**src/rtl/multicycle_alu.sv**
```systemverilog
// EX-stage ALU: single-cycle logic/arithmetic ops plus iterative unsigned
// multiply (shift-add) and divide (restoring), each taking WIDTH cycles into HI/LO.
module multicycle_alu #(
    parameter int WIDTH = 32,
    parameter int SHW   = 5
) (
    input  logic             clk,
    input  logic             rst,
    input  logic             Start,
    input  logic [2:0]       Ctl,
    input  logic [SHW-1:0]   Shamt,
    input  logic [WIDTH-1:0] DataA,
    input  logic [WIDTH-1:0] DataB,
    output logic [WIDTH-1:0] DataOut,
    output logic [WIDTH-1:0] Hi,
    output logic [WIDTH-1:0] Lo,
    output logic             Busy,
    output logic             Done,
    output logic             DivZero,
    output logic [1:0]       fsm_state
);
    // Handshake: Start is accepted on a rising edge with Start=1 and Busy=0;
    // every accepted request produces exactly one Done pulse (unless reset aborts it).
    typedef enum logic [1:0] {IDLE = 2'd0, MUL = 2'd1, DIV = 2'd2} state_t;

    localparam logic [SHW:0] CNT_INIT = (SHW + 1)'(WIDTH);
    localparam logic [SHW:0] CNT_ONE  = (SHW + 1)'(1);

    localparam logic [2:0] CTL_AND   = 3'b000;
    localparam logic [2:0] CTL_OR    = 3'b001;
    localparam logic [2:0] CTL_ADD   = 3'b010;
    localparam logic [2:0] CTL_SRL   = 3'b011;
    localparam logic [2:0] CTL_MULTU = 3'b100;
    localparam logic [2:0] CTL_DIVU  = 3'b101;
    localparam logic [2:0] CTL_SUB   = 3'b110;
    localparam logic [2:0] CTL_SLT   = 3'b111;

    state_t             state_q, state_n;
    logic [SHW:0]       cnt_q, cnt_n;
    logic [WIDTH-1:0]   wk_hi_q, wk_hi_n;
    logic [WIDTH-1:0]   wk_lo_q, wk_lo_n;
    logic [WIDTH-1:0]   wk_b_q, wk_b_n;
    logic [WIDTH-1:0]   data_out_n, hi_n, lo_n;
    logic               done_n, div_zero_n;
    logic [WIDTH:0]     mul_sum, div_shl, div_diff;
    logic               div_ge;

    assign Busy      = (state_q != IDLE);
    assign fsm_state = state_q;

    always_comb begin
        state_n    = state_q;
        cnt_n      = cnt_q;
        wk_hi_n    = wk_hi_q;
        wk_lo_n    = wk_lo_q;
        wk_b_n     = wk_b_q;
        data_out_n = DataOut;
        hi_n       = Hi;
        lo_n       = Lo;
        done_n     = 1'b0;
        div_zero_n = 1'b0;

        // Multiply: add multiplicand when the low multiplier bit is set, then shift {hi,lo} right.
        mul_sum  = {1'b0, wk_hi_q} + (wk_lo_q[0] ? {1'b0, wk_b_q} : '0);
        // Divide: the partial remainder stays below the divisor, so a borrow in the top bit means "does not fit".
        div_shl  = {wk_hi_q, wk_lo_q[WIDTH-1]};
        div_diff = div_shl - {1'b0, wk_b_q};
        div_ge   = ~div_diff[WIDTH];

        case (state_q)
            IDLE: begin
                if (Start) begin
                    done_n = 1'b1;
                    case (Ctl)
                        CTL_AND: data_out_n = DataA & DataB;
                        CTL_OR:  data_out_n = DataA | DataB;
                        CTL_ADD: data_out_n = DataA + DataB;
                        CTL_SUB: data_out_n = DataA - DataB;
                        CTL_SLT: data_out_n = {{(WIDTH-1){1'b0}}, $signed(DataA) < $signed(DataB)};
                        CTL_SRL: data_out_n = DataA >> Shamt;
                        CTL_MULTU: begin
                            done_n  = 1'b0;
                            state_n = MUL;
                            cnt_n   = CNT_INIT;
                            wk_hi_n = '0;
                            wk_lo_n = DataA;
                            wk_b_n  = DataB;
                        end
                        default: begin
                            if (DataB == '0) begin
                                div_zero_n = 1'b1;
                            end else begin
                                done_n  = 1'b0;
                                state_n = DIV;
                                cnt_n   = CNT_INIT;
                                wk_hi_n = '0;
                                wk_lo_n = DataA;
                                wk_b_n  = DataB;
                            end
                        end
                    endcase
                end
            end
            MUL: begin
                wk_hi_n = mul_sum[WIDTH:1];
                wk_lo_n = {mul_sum[0], wk_lo_q[WIDTH-1:1]};
                cnt_n   = cnt_q - 1'b1;
                if (cnt_q == CNT_ONE) begin
                    hi_n       = wk_hi_n;
                    lo_n       = wk_lo_n;
                    data_out_n = wk_lo_n;
                    done_n     = 1'b1;
                    state_n    = IDLE;
                end
            end
            DIV: begin
                wk_hi_n = div_ge ? div_diff[WIDTH-1:0] : div_shl[WIDTH-1:0];
                wk_lo_n = {wk_lo_q[WIDTH-2:0], div_ge};
                cnt_n   = cnt_q - 1'b1;
                if (cnt_q == CNT_ONE) begin
                    hi_n       = wk_hi_n;
                    lo_n       = wk_lo_n;
                    data_out_n = wk_lo_n;
                    done_n     = 1'b1;
                    state_n    = IDLE;
                end
            end
            default: state_n = IDLE;
        endcase
    end

    always_ff @(posedge clk or negedge rst) begin
        if (!rst) begin
            state_q <= IDLE;
            cnt_q   <= '0;
            wk_hi_q <= '0;
            wk_lo_q <= '0;
            wk_b_q  <= '0;
            DataOut <= '0;
            Hi      <= '0;
            Lo      <= '0;
            Done    <= 1'b0;
            DivZero <= 1'b0;
        end else begin
            state_q <= state_n;
            cnt_q   <= cnt_n;
            wk_hi_q <= wk_hi_n;
            wk_lo_q <= wk_lo_n;
            wk_b_q  <= wk_b_n;
            DataOut <= data_out_n;
            Hi      <= hi_n;
            Lo      <= lo_n;
            Done    <= done_n;
            DivZero <= div_zero_n;
        end
    end
endmodule

```
**config.mk**
```make
export PLATFORM = sky130hd
export DESIGN_NAME = multicycle_alu
export DESIGN_NICKNAME = d
export VERILOG_FILES = /design/src/rtl/multicycle_alu.sv
export SDC_FILE = /design/constraint.sdc
export NUM_CORES = 1
export LEC_CHECK = 0
export BUFFER_PORTS_ARGS = -buffer_cell sky130_fd_sc_hd__buf_2
export CORE_ASPECT_RATIO = 0.7
export CORE_MARGIN = 5
export CORE_UTILIZATION = 60
export CTS_BUF_LIST = sky130_fd_sc_hd__clkbuf_16
export DETAILED_ROUTE_END_ITERATION = 8
export PLACE_DENSITY = 0.8
export SLEW_MARGIN = 10
export SYNTH_ARGS = -nofsm -noshare
export SYNTH_HDL_FRONTEND = slang
export SYNTH_SLANG_ARGS = --single-unit
```
**constraint.sdc**
```tcl
create_clock -name clk -period 4.15 [get_ports clk]
set_clock_uncertainty 0.2 [all_clocks]
set_input_delay 0.2075 -clock clk [delete_from_list [all_inputs] [get_ports clk]]
set_output_delay 0.2075 -clock clk [all_outputs]
set_load 0.005 [all_outputs]
```
Word-level counts from Yosys, hierarchy flattened
Cells that the tools add are included.
Cells by class
  bitwise logic cells: 4
  equality and inequality tests: 17
  reductions and logical operators: 16
  add/subtract/negate cells: 5
  shift-type cells: 1
  mux-type cells: 38
  magnitude comparators: 1
Operators with widths (number)
  32-bit two-way mux: 12
  32-bit case mux with 2 select lines: 5
  32-bit case mux with 3 select lines: 3
  32-bit case mux with 6 select lines: 1
  32-bit by 32-bit adder with 33-bit output: 1
  33-bit by 32-bit subtractor with 33-bit output: 1
  32-bit adder: 1
  32-bit bitwise AND: 1
  32-bit logical NOT: 1
  32-bit less-than comparator: 1
  32-bit bitwise OR: 1
  32-bit by 5-bit >> shifter with 32-bit output: 1
  32-bit subtractor: 1
  6-bit case mux with 2 select lines: 2
  4-bit AND reduction: 4
  6-bit two-way mux: 2
  3-bit equality test, second input constant: 3
  2-bit inequality test, second input constant: 4
  2-bit case mux with 2 select lines: 2
  7-bit by 1-bit inequality test with 1-bit output, second input constant: 1
  7-bit OR reduction: 1
  3-bit by 2-bit equality test with 1-bit output, second input constant: 2
  6-bit by 1-bit equality test with 1-bit output, second input constant: 1
  1-bit two-way mux: 6
  17 further kinds: 24
Storage, ports and cells
  flip-flop bits (word level): 202
  output and inout port bits: 101
  word-level logic and storage cells: 92
  bits of input ports: 75

Longest topological paths before layout
  depth after elaboration: 5
  gate-level depth with buffers: 16
  depth with buffers taken out: 14

Worst setup path before layout
No wires, ideal clock.
  path type: flip-flop to flip-flop
  from: register wk_lo_q[31]
  to: register Hi[31]
  stages on the path, launching flop included: 15
  setup slack: 0.626 ns
  setup time: 0.125 ns
  data required time: 3.825 ns
  arrival time: 3.199 ns
  buffers on the path: 1
  period minus slack after synthesis: 3.524 ns
  path through: dfrtp_1 inv_1 ha_1 inv_1 fa_1 a211o_1 a2111oi_2 o21bai_1 o211ai_2 a211oi_2 a211oi_4 buf_6 o221ai_1 mux2_2 mux2_2
Between the ends
  word-level cells in the longest chain between the ends: 4
RTL lines
  from (decl): line 41  | logic [WIDTH-1:0] wk_lo_q, wk_lo_n;
  from (signal assigned): line 148  | wk_lo_q <= wk_lo_n;
  33-bit by 32-bit subtractor with 33-bit output: line 67  | div_diff = div_shl - {1'b0, wk_b_q};
  32-bit two-way mux: line 117  | wk_hi_n = div_ge ? div_diff[WIDTH-1:0] : div_shl[WIDTH-1:0];
  32-bit two-way mux: line 120  | if (cnt_q == CNT_ONE) begin
  32-bit case mux with 2 select lines: line 70  | case (state_q)
  to (signal assigned): line 151  | Hi <= hi_n;
  to (decl): line 15  | output logic [WIDTH-1:0] Hi,
Every way passes these cells. The select of a mux whose other input is x is not followed.
A chain may end at the register's enable or synchronous reset.

Final worst setup path
  from: register wk_lo_q[0]
  to: register Hi[29]
Between the ends
  word-level cells in the longest chain between the ends: 4
RTL lines
  32-bit two-way mux: line 64  | mul_sum = {1'b0, wk_hi_q} + (wk_lo_q[0] ? {1'b0, wk_b_q} : '0);
  32-bit by 32-bit adder with 33-bit output: line 64
  32-bit two-way mux: line 108  | if (cnt_q == CNT_ONE) begin
  32-bit case mux with 2 select lines: line 70
Every way passes these cells. The select of a mux whose other input is x is not followed.

==> impl_metrics.py <==
metrics = {
    "outcome": {
        "status": "completed",
    },
    "logic_synthesis": {
        "synth.cell_area_um2": 19500,
        "ys_seq_elements": 202,
        "post_synth.cell_area_avg_um2": 7.84,
        "netlist_instances": 2484,
        "ys_types": 84,
        "synth_fp_nets": 2736,
        "synth_flop_cell": "dfrtp_1",
        "ys_seq_area_share_pct": 26.0,
        "synth-async-reset-ratio_pct": 100,
        "synth_enable_flop_cells": 0,
        "ys_warn_count": 0,
    },
    "drt": {
        "drc": 0,
        "vias": 21600,
        "wl_per_cell_um": 26.2,
        "drtPass1Iterations": 8,
        "initialDrtViolationCount": 3914,
        "viasPerCell": 6.89,
        "wl_mm": 81.9,
        "drtAntennaViolNets": 0,
    },
    "clock_network": {
        "clock_sink_count": 202,
        "cts_buffer_depth": 3,
        "clk_latency_ns": 0.56,
        "root_buffer": "clkbuf_16",
        "path_clk_slew_ns": 0.06,
        "cts_tree": "yes",
        "postCtsSetupBuffers": 0,
        "cts_inserted_buffers": 23,
        "htreeDepth": 1,
    },
    "floorplan": {
        "initial_core_util_pct": 60.6,
        "core-area_um2": 32100,
        "die_h_um": 161,
        "die_x_um": 225,
        "die_area_um2": 36200,
        "ios": 176,
        "core.rowCount": 55,
    },
    "timing": {
        "setup_tns_ns": 0,
        "worst_slew_pin_slew_ns": 0.940,
        "fmax_ghz": 0.250,
        "setup_viol_count_final": 0,
        "max_slew_margin_pct": 36.7,
        "rsz0062_at_grt": "no",
        "period_needed_ns": 3.99,
        "final_max_slew_viol_count": 0,
        "finalCritPeriodShare_pct": 96.2,
        "hold_violations": 0,
    },
    "grt": {
        "grt_pass1_wl_mm": 122,
        "track_usage_pct": 43.3,
        "gr-total-overflow": 0,
        "grt_pass1_vias": 20100,
        "grt_max_degree": 95,
        "antenna_found_initial": 5,
    },
    "placement": {
        "dp_hpwl_mm": 61.9,
        "io_buffers": 175,
        "gp_congestion": 1.10,
        "placed_cell_area_um2": 21100,
        "dp.cells": 3024,
    },
    "setup_path": {
        "crit_arrival_ns": 4.21,
        "worstReg2RegStart": "wk_lo_q[0]$_DFFE_PN0P_",
        "rr_endpoint": "Hi[29]$_DFFE_PN0P_",
        "crit_path_frequent_cell": "o31a_1",
        "r2r_slack_ns": 0.16,
        "cp_slowest_cell": "a31oi_1",
        "rr_worst_depth": 15,
        "crit_required_ns": 4.36,
        "crit_path_start": "wk_lo_q[0]$_DFFE_PN0P_",
        "crit_type": "reg -> reg",
        "crit_path_end_kind": "flip-flop",
        "critPathMaxStageDelay_ns": 0.47,
        "crit_path_max_fanout": 17,
        "startpoint_type": "flip-flop",
        "cp_cell_sequence": "buf_12, and2_1, ha_1, inv_1, fa_1, nor2b_1, o31a_1, o21ai_1, a31oi_1, o31a_1, a21boi_2, o21ai_0, xnor2_1, nor2_1, a211o_1",
    },
    "layout": {
        "fillCellCount": 2646,
        "nets": 2936,
        "postLayoutCellArea_um2": 22400,
        "final-seq-area_um2": 5050,
        "multiInputGateArea_um2": 13200,
        "stdcell_count": 3130,
        "drive_gt1_share_pct": 13.9,
        "areaGrowthSynthToFinish_pct": 15.2,
    },
    "power": {
        "power.leakage_uw": 0.0105,
        "p_per_area_nw_per_um2": 703,
        "ir_drop_v": 0.000647,
    },
    "worst_hold_path": {
        "min_from": "DataA[13]",
        "hold_path.class": "in -> reg",
        "whs_path_depth": 3,
        "hold_end": "wk_lo_q[13]$_DFFE_PN0P_",
    },
    "flow_run": {
        "drv_cap": 0,
    },
}
-- worst max-delay path, delay by kind of cell (launching register included) --
kind	cells	cell delay, ns
AOI/OAI and AO/OA	7	1.83
DFF	1	0.37
and+or+nand+nor	3	0.39
adders and majority gates	2	0.62
xor gates and xnor gates	1	0.21
buffers and inverters	2	0.23
-- layout make-up --
type / instances / area share, %
flip-flops and latches: 202 / 22.5
clock inverters: 18 / 0.597
clock buffers: 23 / 2.57
inverters: 173 / 2.90
repair buffers: 326 / 9.93
well taps: 427 / 2.38
multi-input cells: 1958 / 59.1
diodes: 3 / 0.0335
-- synth_stat cells, types with 34 or more instances --
| cell type | number | area, µm² |
|---|---|---|
| o21ai_0 | 276 | 1380 |
| nand2_1 | 275 | 1030 |
| a21oi_1 | 259 | 1300 |
| dfrtp_1 | 202 | 5050 |
| nor2_1 | 179 | 672 |
| ha_1 | 173 | 2160 |
| inv_1 | 170 | 638 |
| clkbuf_1 | 117 | 439 |
| mux2i_1 | 71 | 711 |
| nor3_1 | 54 | 270 |
| xnor2_1 | 51 | 447 |
| and2_1 | 40 | 250 |
| a21o_1 | 39 | 293 |
| nand3_1 | 35 | 175 |
| a211oi_1 | 34 | 255 |
-- how the worst max path moves through the flow --
stage / end / cells past startpoint
final: Hi[29]$_DFFE_PN0P_ / 15
after global routing: Hi[23]$_DFFE_PN0P_ / 15
after floorplan: Hi[31]$_DFFE_PN0P_ / 14
after CTS: wk_lo_q[0]$_DFFE_PN0P_ / 15
after global placement: wk_lo_q[0]$_DFFE_PN0P_ / 15
after detailed placement: wk_lo_q[0]$_DFFE_PN0P_ / 15
-- through the flow --
| stage | hold WS [ns] | setup slack (ns) | power, µW | util, % |
|---|---|---|---|---|
| 4_1_cts | 0.00847 | 0.184 | 15200 | 69.7 |
| 6_report | 0.0364 | 0.156 | 15800 | 69.8 |
| 5_1_grt | 0.0601 | 0.0171 | 16600 | 69.8 |
| 3_3_place_gp | 0.141 | 0.253 | 12800 | 65.5 |
| 2_1_floorplan | -0.288 | 0.626 | 9720 | - |
| 3_5_place_dp | 0.154 | 0.213 | 13100 | 65.5 |
-- where the power goes --
group | internal (µW) | total [µW] | switching, µW
registers | 2810 | 3650 | 834
clock network | 1130 | 2060 | 930
logic | 3600 | 10000 | 6450
total | 7540 | 15800 | 8210
-- cell families after synthesis --
family | after synthesis | synth area share [%]
fa+ha+maj | 177 | 11.5
flops | 202 | 26.0
xor+xnor | 73 | 3.28
simple gates | 687 | 15.8
compound gates | 900 | 28.9
mux | 121 | 7.99
buf+inv | 324 | 6.45
-- layout by cell type (no fill, tap or decap), types with 71 or more instances in the layout --
master and instances:
a21oi_1 258, buf_2 174, buf_4 84, dfrtp_1 202
ha_1 171, inv_1 173, mux2i_1 71, nand2_1 274
nor2_1 177, o21ai_0 275
-- metal layers --
| layer | GRT usage, % | wire [µm] | vias up |
|---|---|---|---|
| met5 | 0 | 13 | - |
| met4 | 11.4 | 2750 | 2 |
| met3 | 19.1 | 14300 | 252 |
| met2 | 57.0 | 31400 | 1696 |
| met1 | 64.2 | 33300 | 10300 |
| li1 | - | - | 9361 |
-- registers in the layout (all words and copies together), names as in the netlist --
name / count
Done: 1
DivZero: 1
cnt_q: 6
Lo: 32
wk_b_q: 32
wk_hi_q: 32
fsm_state: 2
wk_lo_q: 32
Hi: 32
DataOut: 32
-- timing repair --
action | in CTS | in global routing
endpoints found under the setup margin | 0 | 13
hold endpoints to repair | 153 | 0
hold buffers | 62 | 0
resized for setup | 0 | 5
(Power assumes the default switching activity.)
